--- config.mk ---
export PLATFORM = sky130hd
export DESIGN_NAME = motoro_gate_drv_flat
export DESIGN_NICKNAME = d
export VERILOG_FILES = /design/src/rtl/motoro_pkg.sv /design/src/rtl/motoro_gate_drv_if.sv /design/src/rtl/motoro_phase_fsm.sv /design/src/rtl/motoro_gate_drv.sv /design/src/flat_wrapper.sv
export SDC_FILE = /design/constraint.sdc
export NUM_CORES = 1
export LEC_CHECK = 0
export BUFFER_PORTS_ARGS = -buffer_cell sky130_fd_sc_hd__clkbuf_2
export CAP_MARGIN = 20
export CORE_MARGIN = 3
export CORE_UTILIZATION = 45
export CTS_BUF_LIST = sky130_fd_sc_hd__clkbuf_8
export CTS_CLUSTER_SIZE = 12
export DETAILED_ROUTE_END_ITERATION = 10
export MAX_ROUTING_LAYER = met4
export PLACE_DENSITY_LB_ADDON = 0.25
export SLEW_MARGIN = 15
export SYNTH_ARGS = -nofsm -noshare
export SYNTH_HDL_FRONTEND = slang
export SYNTH_SLANG_ARGS = --single-unit
--- constraint.sdc ---
create_clock -name clk -period 2.5 [get_ports clk]
set_clock_uncertainty 0.1 [all_clocks]
set_input_delay 0.25 -clock clk [delete_from_list [all_inputs] [get_ports clk]]
set_output_delay 0.25 -clock clk [all_outputs]
set_load 0.005 [all_outputs]
--- src/rtl/motoro_pkg.sv ---
// rtl/motoro_pkg.sv - shared encodings, defaults and helpers for the gate-drive stage
package motoro_pkg;

    localparam logic [3:0] ST_OFF  = 4'b0001;
    localparam logic [3:0] ST_HI   = 4'b0010;
    localparam logic [3:0] ST_LO   = 4'b0100;
    localparam logic [3:0] ST_DEAD = 4'b1000;

    localparam int FREQ_MIN_DEF = 1000;
    localparam int DEAD_CYC_DEF = 8;

    typedef enum logic [3:0] {
        PH_OFF  = ST_OFF,
        PH_HI   = ST_HI,
        PH_LO   = ST_LO,
        PH_DEAD = ST_DEAD
    } phase_state_e;

    function automatic int clog2(input int value);
        int r;
        int v;
        r = 0;
        v = value - 1;
        while (v > 0) begin
            r++;
            v = v >> 1;
        end
        return r;
    endfunction

endpackage

--- src/rtl/motoro_gate_drv_if.sv ---
// rtl/motoro_gate_drv_if.sv - core-side control bus of the gate-drive stage
interface motoro_gate_drv_if #(
    parameter int NPH    = 3,
    parameter int FREQ_W = 10
);
    logic              m3start;
    logic              m3invOrStop;
    logic [FREQ_W-1:0] m3freq;
    logic              m3start_o;
    logic              m3invOrStop_o;
    logic [FREQ_W-1:0] m3freq_o;
    logic              pwm;
    logic [NPH-1:0]    phH_i;
    logic [NPH-1:0]    phL_i;
    logic [NPH-1:0]    phEn;

    modport master (
        output m3start, m3invOrStop, m3freq, pwm, phH_i, phL_i, phEn,
        input  m3start_o, m3invOrStop_o, m3freq_o
    );

    modport slave (
        input  m3start, m3invOrStop, m3freq, pwm, phH_i, phL_i, phEn,
        output m3start_o, m3invOrStop_o, m3freq_o
    );
endinterface

--- src/rtl/motoro_phase_fsm.sv ---
// rtl/motoro_phase_fsm.sv - one half-bridge: request register, dead-time FSM, shoot-through flag
module motoro_phase_fsm
    import motoro_pkg::*;
#(
    parameter int DEAD_CYC = DEAD_CYC_DEF,
    parameter bit HI_INV   = 1'b0,
    parameter bit LO_INV   = 1'b1
) (
    input  logic clk,
    input  logic nRst,
    input  logic pwm,
    input  logic hIn,
    input  logic lIn,
    input  logic en,
    input  logic kill,
    input  logic faultClr,
    output logic phH,
    output logic phL,
    output logic shootErr,
    output logic dtBusy
);
    localparam int               CNT_W    = clog2(DEAD_CYC + 1);
    localparam logic [CNT_W-1:0] CNT_LOAD = CNT_W'(DEAD_CYC - 1);

    logic         hRaw, lRaw;
    logic         hReq, lReq;
    phase_state_e state, stateNext;
    logic [CNT_W-1:0] cnt, cntNext;

    assign hRaw = pwm & hIn & en & ~kill;
    assign lRaw = pwm & lIn & en & ~kill;

    // A simultaneous high/low request is collapsed to OFF before the FSM sees it
    always_ff @(posedge clk or negedge nRst) begin
        if (!nRst) begin
            hReq     <= 1'b0;
            lReq     <= 1'b0;
            shootErr <= 1'b0;
        end else begin
            hReq <= hRaw & ~lRaw;
            lReq <= lRaw & ~hRaw;
            if (hRaw & lRaw)
                shootErr <= 1'b1;
            else if (faultClr)
                shootErr <= 1'b0;
        end
    end

    always_ff @(posedge clk or negedge nRst) begin
        if (!nRst) begin
            state <= PH_OFF;
            cnt   <= '0;
        end else begin
            state <= stateNext;
            cnt   <= cntNext;
        end
    end

    always_comb begin
        stateNext = state;
        cntNext   = cnt;
        unique case (state)
            PH_OFF: begin
                if (hReq)      stateNext = PH_HI;
                else if (lReq) stateNext = PH_LO;
            end
            PH_HI: begin
                if (!hReq) begin
                    stateNext = PH_DEAD;
                    cntNext   = CNT_LOAD;
                end
            end
            PH_LO: begin
                if (!lReq) begin
                    stateNext = PH_DEAD;
                    cntNext   = CNT_LOAD;
                end
            end
            PH_DEAD: begin
                // Dead time always runs out, even if the old side is requested again
                if (cnt == '0)
                    stateNext = hReq ? PH_HI : (lReq ? PH_LO : PH_OFF);
                else
                    cntNext = cnt - CNT_W'(1);
            end
            default: stateNext = PH_OFF;
        endcase
    end

    assign phH    = (|(state & ST_HI)) ^ HI_INV;
    assign phL    = (|(state & ST_LO)) ^ LO_INV;
    assign dtBusy = |(state & ST_DEAD);

endmodule

--- src/rtl/motoro_gate_drv.sv ---
// rtl/motoro_gate_drv.sv - N-phase gate-drive output stage with clamp, dead time and fault latch
module motoro_gate_drv
    import motoro_pkg::*;
#(
    parameter int NPH      = 3,
    parameter int FREQ_W   = 10,
    parameter int FREQ_MIN = FREQ_MIN_DEF,
    parameter int DEAD_CYC = DEAD_CYC_DEF,
    parameter bit HI_INV   = 1'b0,
    parameter bit LO_INV   = 1'b1
) (
    input  logic                  clk,
    input  logic                  nRst,
    motoro_gate_drv_if.slave      core,
    input  logic                  faultIn,
    input  logic                  faultClr,
    output logic [NPH-1:0]        phH,
    output logic [NPH-1:0]        phL,
    output logic                  fault,
    output logic [NPH-1:0]        shootErr,
    output logic [NPH-1:0]        dtBusy
);
    localparam logic [FREQ_W-1:0] FMIN = FREQ_W'(FREQ_MIN);

    logic faultMeta, faultSync;
    logic kill;

    always_ff @(posedge clk or negedge nRst) begin
        if (!nRst) begin
            core.m3start_o     <= 1'b0;
            core.m3invOrStop_o <= 1'b0;
            core.m3freq_o      <= '0;
        end else begin
            core.m3start_o     <= core.m3start;
            core.m3invOrStop_o <= core.m3invOrStop;
            core.m3freq_o      <= (core.m3freq > FMIN) ? core.m3freq : FMIN;
        end
    end

    always_ff @(posedge clk or negedge nRst) begin
        if (!nRst) begin
            faultMeta <= 1'b0;
            faultSync <= 1'b0;
            fault     <= 1'b0;
        end else begin
            faultMeta <= faultIn;
            faultSync <= faultMeta;
            if (faultSync)
                fault <= 1'b1;
            else if (faultClr)
                fault <= 1'b0;
        end
    end

    // Gating on the synchronised level too saves a cycle on the way to device-off
    assign kill = fault | faultSync;

    for (genvar p = 0; p < NPH; p++) begin : g_phase
        motoro_phase_fsm #(
            .DEAD_CYC (DEAD_CYC),
            .HI_INV   (HI_INV),
            .LO_INV   (LO_INV)
        ) u_phase (
            .clk      (clk),
            .nRst     (nRst),
            .pwm      (core.pwm),
            .hIn      (core.phH_i[p]),
            .lIn      (core.phL_i[p]),
            .en       (core.phEn[p]),
            .kill     (kill),
            .faultClr (faultClr),
            .phH      (phH[p]),
            .phL      (phL[p]),
            .shootErr (shootErr[p]),
            .dtBusy   (dtBusy[p])
        );
    end

endmodule
--- src/flat_wrapper.sv ---
// flat-port wrapper written by rule: the top's interface ports become plain ports
module motoro_gate_drv_flat import motoro_pkg::*;
#(
    parameter int NPH      = 3,
    parameter int FREQ_W   = 10,
    parameter int FREQ_MIN = FREQ_MIN_DEF,
    parameter int DEAD_CYC = DEAD_CYC_DEF,
    parameter bit HI_INV   = 1'b0,
    parameter bit LO_INV   = 1'b1
)
  (clk, nRst, faultIn, faultClr, phH, phL, fault, shootErr, dtBusy, core_m3start, core_m3invOrStop, core_m3freq, core_pwm, core_phH_i, core_phL_i, core_phEn, core_m3start_o, core_m3invOrStop_o, core_m3freq_o);
  motoro_gate_drv_if #(.NPH(NPH), .FREQ_W(FREQ_W)) core_i ();
  input  logic clk;
  input  logic nRst;
  input  logic faultIn;
  input  logic faultClr;
  output logic [NPH-1:0] phH;
  output logic [NPH-1:0] phL;
  output logic fault;
  output logic [NPH-1:0] shootErr;
  output logic [NPH-1:0] dtBusy;
  input wire logic [$bits(core_i.m3start)-1:0] core_m3start;
  input wire logic [$bits(core_i.m3invOrStop)-1:0] core_m3invOrStop;
  input wire logic [$bits(core_i.m3freq)-1:0] core_m3freq;
  input wire logic [$bits(core_i.pwm)-1:0] core_pwm;
  input wire logic [$bits(core_i.phH_i)-1:0] core_phH_i;
  input wire logic [$bits(core_i.phL_i)-1:0] core_phL_i;
  input wire logic [$bits(core_i.phEn)-1:0] core_phEn;
  output wire logic [$bits(core_i.m3start_o)-1:0] core_m3start_o;
  output wire logic [$bits(core_i.m3invOrStop_o)-1:0] core_m3invOrStop_o;
  output wire logic [$bits(core_i.m3freq_o)-1:0] core_m3freq_o;
  assign core_i.m3start = core_m3start;
  assign core_i.m3invOrStop = core_m3invOrStop;
  assign core_i.m3freq = core_m3freq;
  assign core_i.pwm = core_pwm;
  assign core_i.phH_i = core_phH_i;
  assign core_i.phL_i = core_phL_i;
  assign core_i.phEn = core_phEn;
  assign core_m3start_o = core_i.m3start_o;
  assign core_m3invOrStop_o = core_i.m3invOrStop_o;
  assign core_m3freq_o = core_i.m3freq_o;
  motoro_gate_drv #(.NPH(NPH), .FREQ_W(FREQ_W), .FREQ_MIN(FREQ_MIN), .DEAD_CYC(DEAD_CYC), .HI_INV(HI_INV), .LO_INV(LO_INV)) u_core (.clk(clk), .nRst(nRst), .core(core_i), .faultIn(faultIn), .faultClr(faultClr), .phH(phH), .phL(phL), .fault(fault), .shootErr(shootErr), .dtBusy(dtBusy));
endmodule
==> flow_summary.json <==
{
  "fin_crit_ps": 1960,
  "hold_buffers": 5,
  "die_h_microns": 78.6,
  "cp.arrival_ps": 2050,
  "synth-edff-count": 0,
  "wl_per_cell_microns": 12.8,
  "worstPathRequired_ps": 2590,
  "avgSynthCellArea_sq_um": 10.1,
  "synth-warning-count": 0,
  "leakagePower_nw": 1.32,
  "ys_seq_area_frac": 0.508,
  "setup_viol": 0,
  "drt_iter0_markers": 111,
  "gr-usage-all-layers": 0.166,
  "pwr_density_cell_mw_per_mm2": 550,
  "hp-class": "in2reg",
  "relSlewSlack": 0.601,
  "ys_seq_elements": 48,
  "area_growth_syn_to_layout_pct": 16.0,
  "drt_wl_total_microns": 4510,
  "n_antenna_cell": 0,
  "antenna_found_initial": 0,
  "grt_pass1_wl_microns": 7920,
  "rsz0062_at_grt": "no",
  "place_ws_ps": 550,
  "synth_ff_type": "dfrtp_1",
  "antenna_left": 0,
  "grt-ovfl-total": 0,
  "async_flop_share": 1.00,
  "fin_crit_sh": 0.784,
  "crit_path_end_kind": "register",
  "clockRootBuffer": "clkbuf_8",
  "htree_levels": 2,
  "start_util": 0.483,
  "crit_end": "u_core.g_phase[1].u_phase.cnt[2]$_DFFE_PN0P_",
  "r2r-end": "u_core.g_phase[1].u_phase.cnt[2]$_DFFE_PN0P_",
  "coreArea_sq_mm": 0.00491,
  "vias": 1802,
  "critPathLaunch": "u_core.g_phase[1].u_phase.cnt[0]$_DFFE_PN0P_",
  "gp_congestion": 0.854,
  "status": "completed",
  "finalPower_w": 0.00151,
  "clk_pin_slew_ps": 90,
  "r2r_cells": 7,
  "viasPerCell": 5.12,
  "drive_above_1_share": 0.256,
  "criticalPathCategory": "reg2reg",
  "cts_setup_buffers": 0,
  "insertion_delay_ps": 300,
  "r2r-start": "u_core.g_phase[1].u_phase.cnt[0]$_DFFE_PN0P_",
  "grt_pass1_vias": 1748,
  "ios": 51,
  "ys_types": 60,
  "critPathLaunchType": "register",
  "clock_sinks": 48,
  "hold_violations": 0,
  "syn_area_sq_mm": 0.00237,
  "first_pass_iters": 4,
  "r2r_slack_ps": 540,
  "die_area_sq_mm": 0.00618,
  "fp-row-count": 25,
  "drv_cap": 0,
  "hpwl_microns": 3270,
  "timing.fmax_ghz": 0.510,
  "drc": 0,
  "cts_buffers": 5,
  "setup-tns-final_ps": 0,
  "critPathMaxFanout": 4,
  "fp.dieW_microns": 78.6,
  "cts_buffer_depth": 2,
  "cts-resized-gates": 0,
  "synthCells": 234,
  "fin_ws_ps": 541,
  "port_buffers": 50,
  "cts_tree": "yes",
  "tightest_slew_ps": 599,
  "slew_viol_final": 0,
  "fin_nets": 313,
  "grt_max_degree": 49,
  "ir_worst_vdd_v": 0.000291
}
[sequential cells by signal, summed over array words and instances (netlist names), 3 cells and up]
name                             cells
u_core.core.m3freq_o                10
u_core.g_phase.u_phase.cnt          12
u_core.g_phase.u_phase.hReq          3
u_core.g_phase.u_phase.lReq          3
u_core.g_phase.u_phase.shootErr      3
u_core.g_phase.u_phase.state        12
[worst max-delay path, stage by stage, from the launching register on]
cell and delay (ps):
dfrtp_1 400, inv_1 70, ha_1 190, or3b_2 460
a211oi_1 220, or4_4 190, inv_2 40, o211a_1 190
[layer usage]
layer | vias to the layer above | wire (microns) | share of wire | global-route usage
li1 | 900 | - | - | -
met4 | 0 | 27 | 0.0060 | 0.0577
met1 | 849 | 2180 | 0.48 | 0.214
met2 | 51 | 2030 | 0.45 | 0.251
met5 | - | 0 | 0 | -
met3 | 2 | 278 | 0.062 | 0.0482
[stage by stage]
| step | instance area, sq um | util | std cells | hold slack, ps |
|---|---|---|---|---|
| 2_1_floorplan | 2390 | - | 238 | -146 |
| 3_3_place_gp | 2610 | 0.532 | 339 | 234 |
| 6_report | 2750 | 0.561 | 352 | 13.2 |
| 3_5_place_dp | 2610 | 0.532 | 339 | 239 |
| 5_1_grt | 2750 | 0.561 | 352 | 8.28 |
| 4_1_cts | 2750 | 0.561 | 352 | 3.90 |
[cells in the mapped netlist (all sizes together), types with 3 or more instances]
library cell | count | area (sq um)
o31ai | 3 | 22.5
or3b | 4 | 37.5
o2bb2ai | 3 | 26.3
buf | 15 | 111
nand2b | 7 | 43.8
nor2b | 5 | 31.3
a21oi | 12 | 60.1
nand2 | 10 | 37.5
inv | 18 | 67.6
and3 | 3 | 18.8
clkbuf | 3 | 12.5
dfrtp | 45 | 1130
nor3 | 5 | 25.0
o21ai | 7 | 35.0
ha | 3 | 37.5
nand3 | 11 | 55.1
and2 | 4 | 25.0
nor2 | 17 | 63.8
nor3b | 11 | 82.6
dfstp | 3 | 78.8
[layout make-up]
type                            count  area (sq um)
Fill cell                         462          2160
Sequential cell                    48          1200
Multi-Input combinational cell    154           991
Timing Repair Buffer               57           315
Tap cell                           67          83.8
Clock buffer                        6          82.6
Inverter                           18          67.6
Clock inverter                      2          7.51
[layout by cell type (no fill, tap or decap), types with 4 or more instances in the layout]
master         count
nand2_1           10
dfrtp_1           45
clkbuf_2          50
a21oi_1           12
clkbuf_8           6
nand2b_1           7
nor2b_1            5
dlygate4sd3_1      5
inv_1             19
conb_1             5
nor3b_1           11
nor3_1             5
nand3_1           11
nor2_1            17
o21ai_0            7
and2_1             4
[power by group]
part	total [W]	switching, W	internal [W]
Clock	0.000457	0.000239	0.000218
Combinational	0.000193	0.0000841	0.000109
Sequential	0.000865	0.0000441	0.000820
Total	0.00151	0.000367	0.00115
[cell families after synthesis]
kind of cell / synth area share
AOI/OAI and AO/OA: 0.148
adders and majority gates: 0.0158
muxes: 0.00897
and+or+nand+nor: 0.226
xor gates and xnor gates: 0.0111
other: 0.00158
buffers and inverters: 0.0807
DFF: 0.508
[worst min path at each step]
stage / cells past startpoint / startpoint / end / slack (ps)
6_report: 2 / core_phL_i[0] / u_core.g_phase[0].u_phase.hReq$_DFF_PN0_ / 10
5_1_grt: 2 / core_phL_i[0] / u_core.g_phase[0].u_phase.hReq$_DFF_PN0_ / 8
4_1_cts: 2 / core_phL_i[0] / u_core.g_phase[0].u_phase.hReq$_DFF_PN0_ / 4
3_5_place_dp: 0 / u_core.faultMeta$_DFF_PN0_ / u_core.faultSync$_DFF_PN0_ / 240
3_3_place_gp: 0 / u_core.faultMeta$_DFF_PN0_ / u_core.faultSync$_DFF_PN0_ / 230
2_1_floorplan: 0 / nRst / u_core.core.m3freq_o[0]$_DFF_PN0_ / -150
Power figures use the tool's default switching activity.
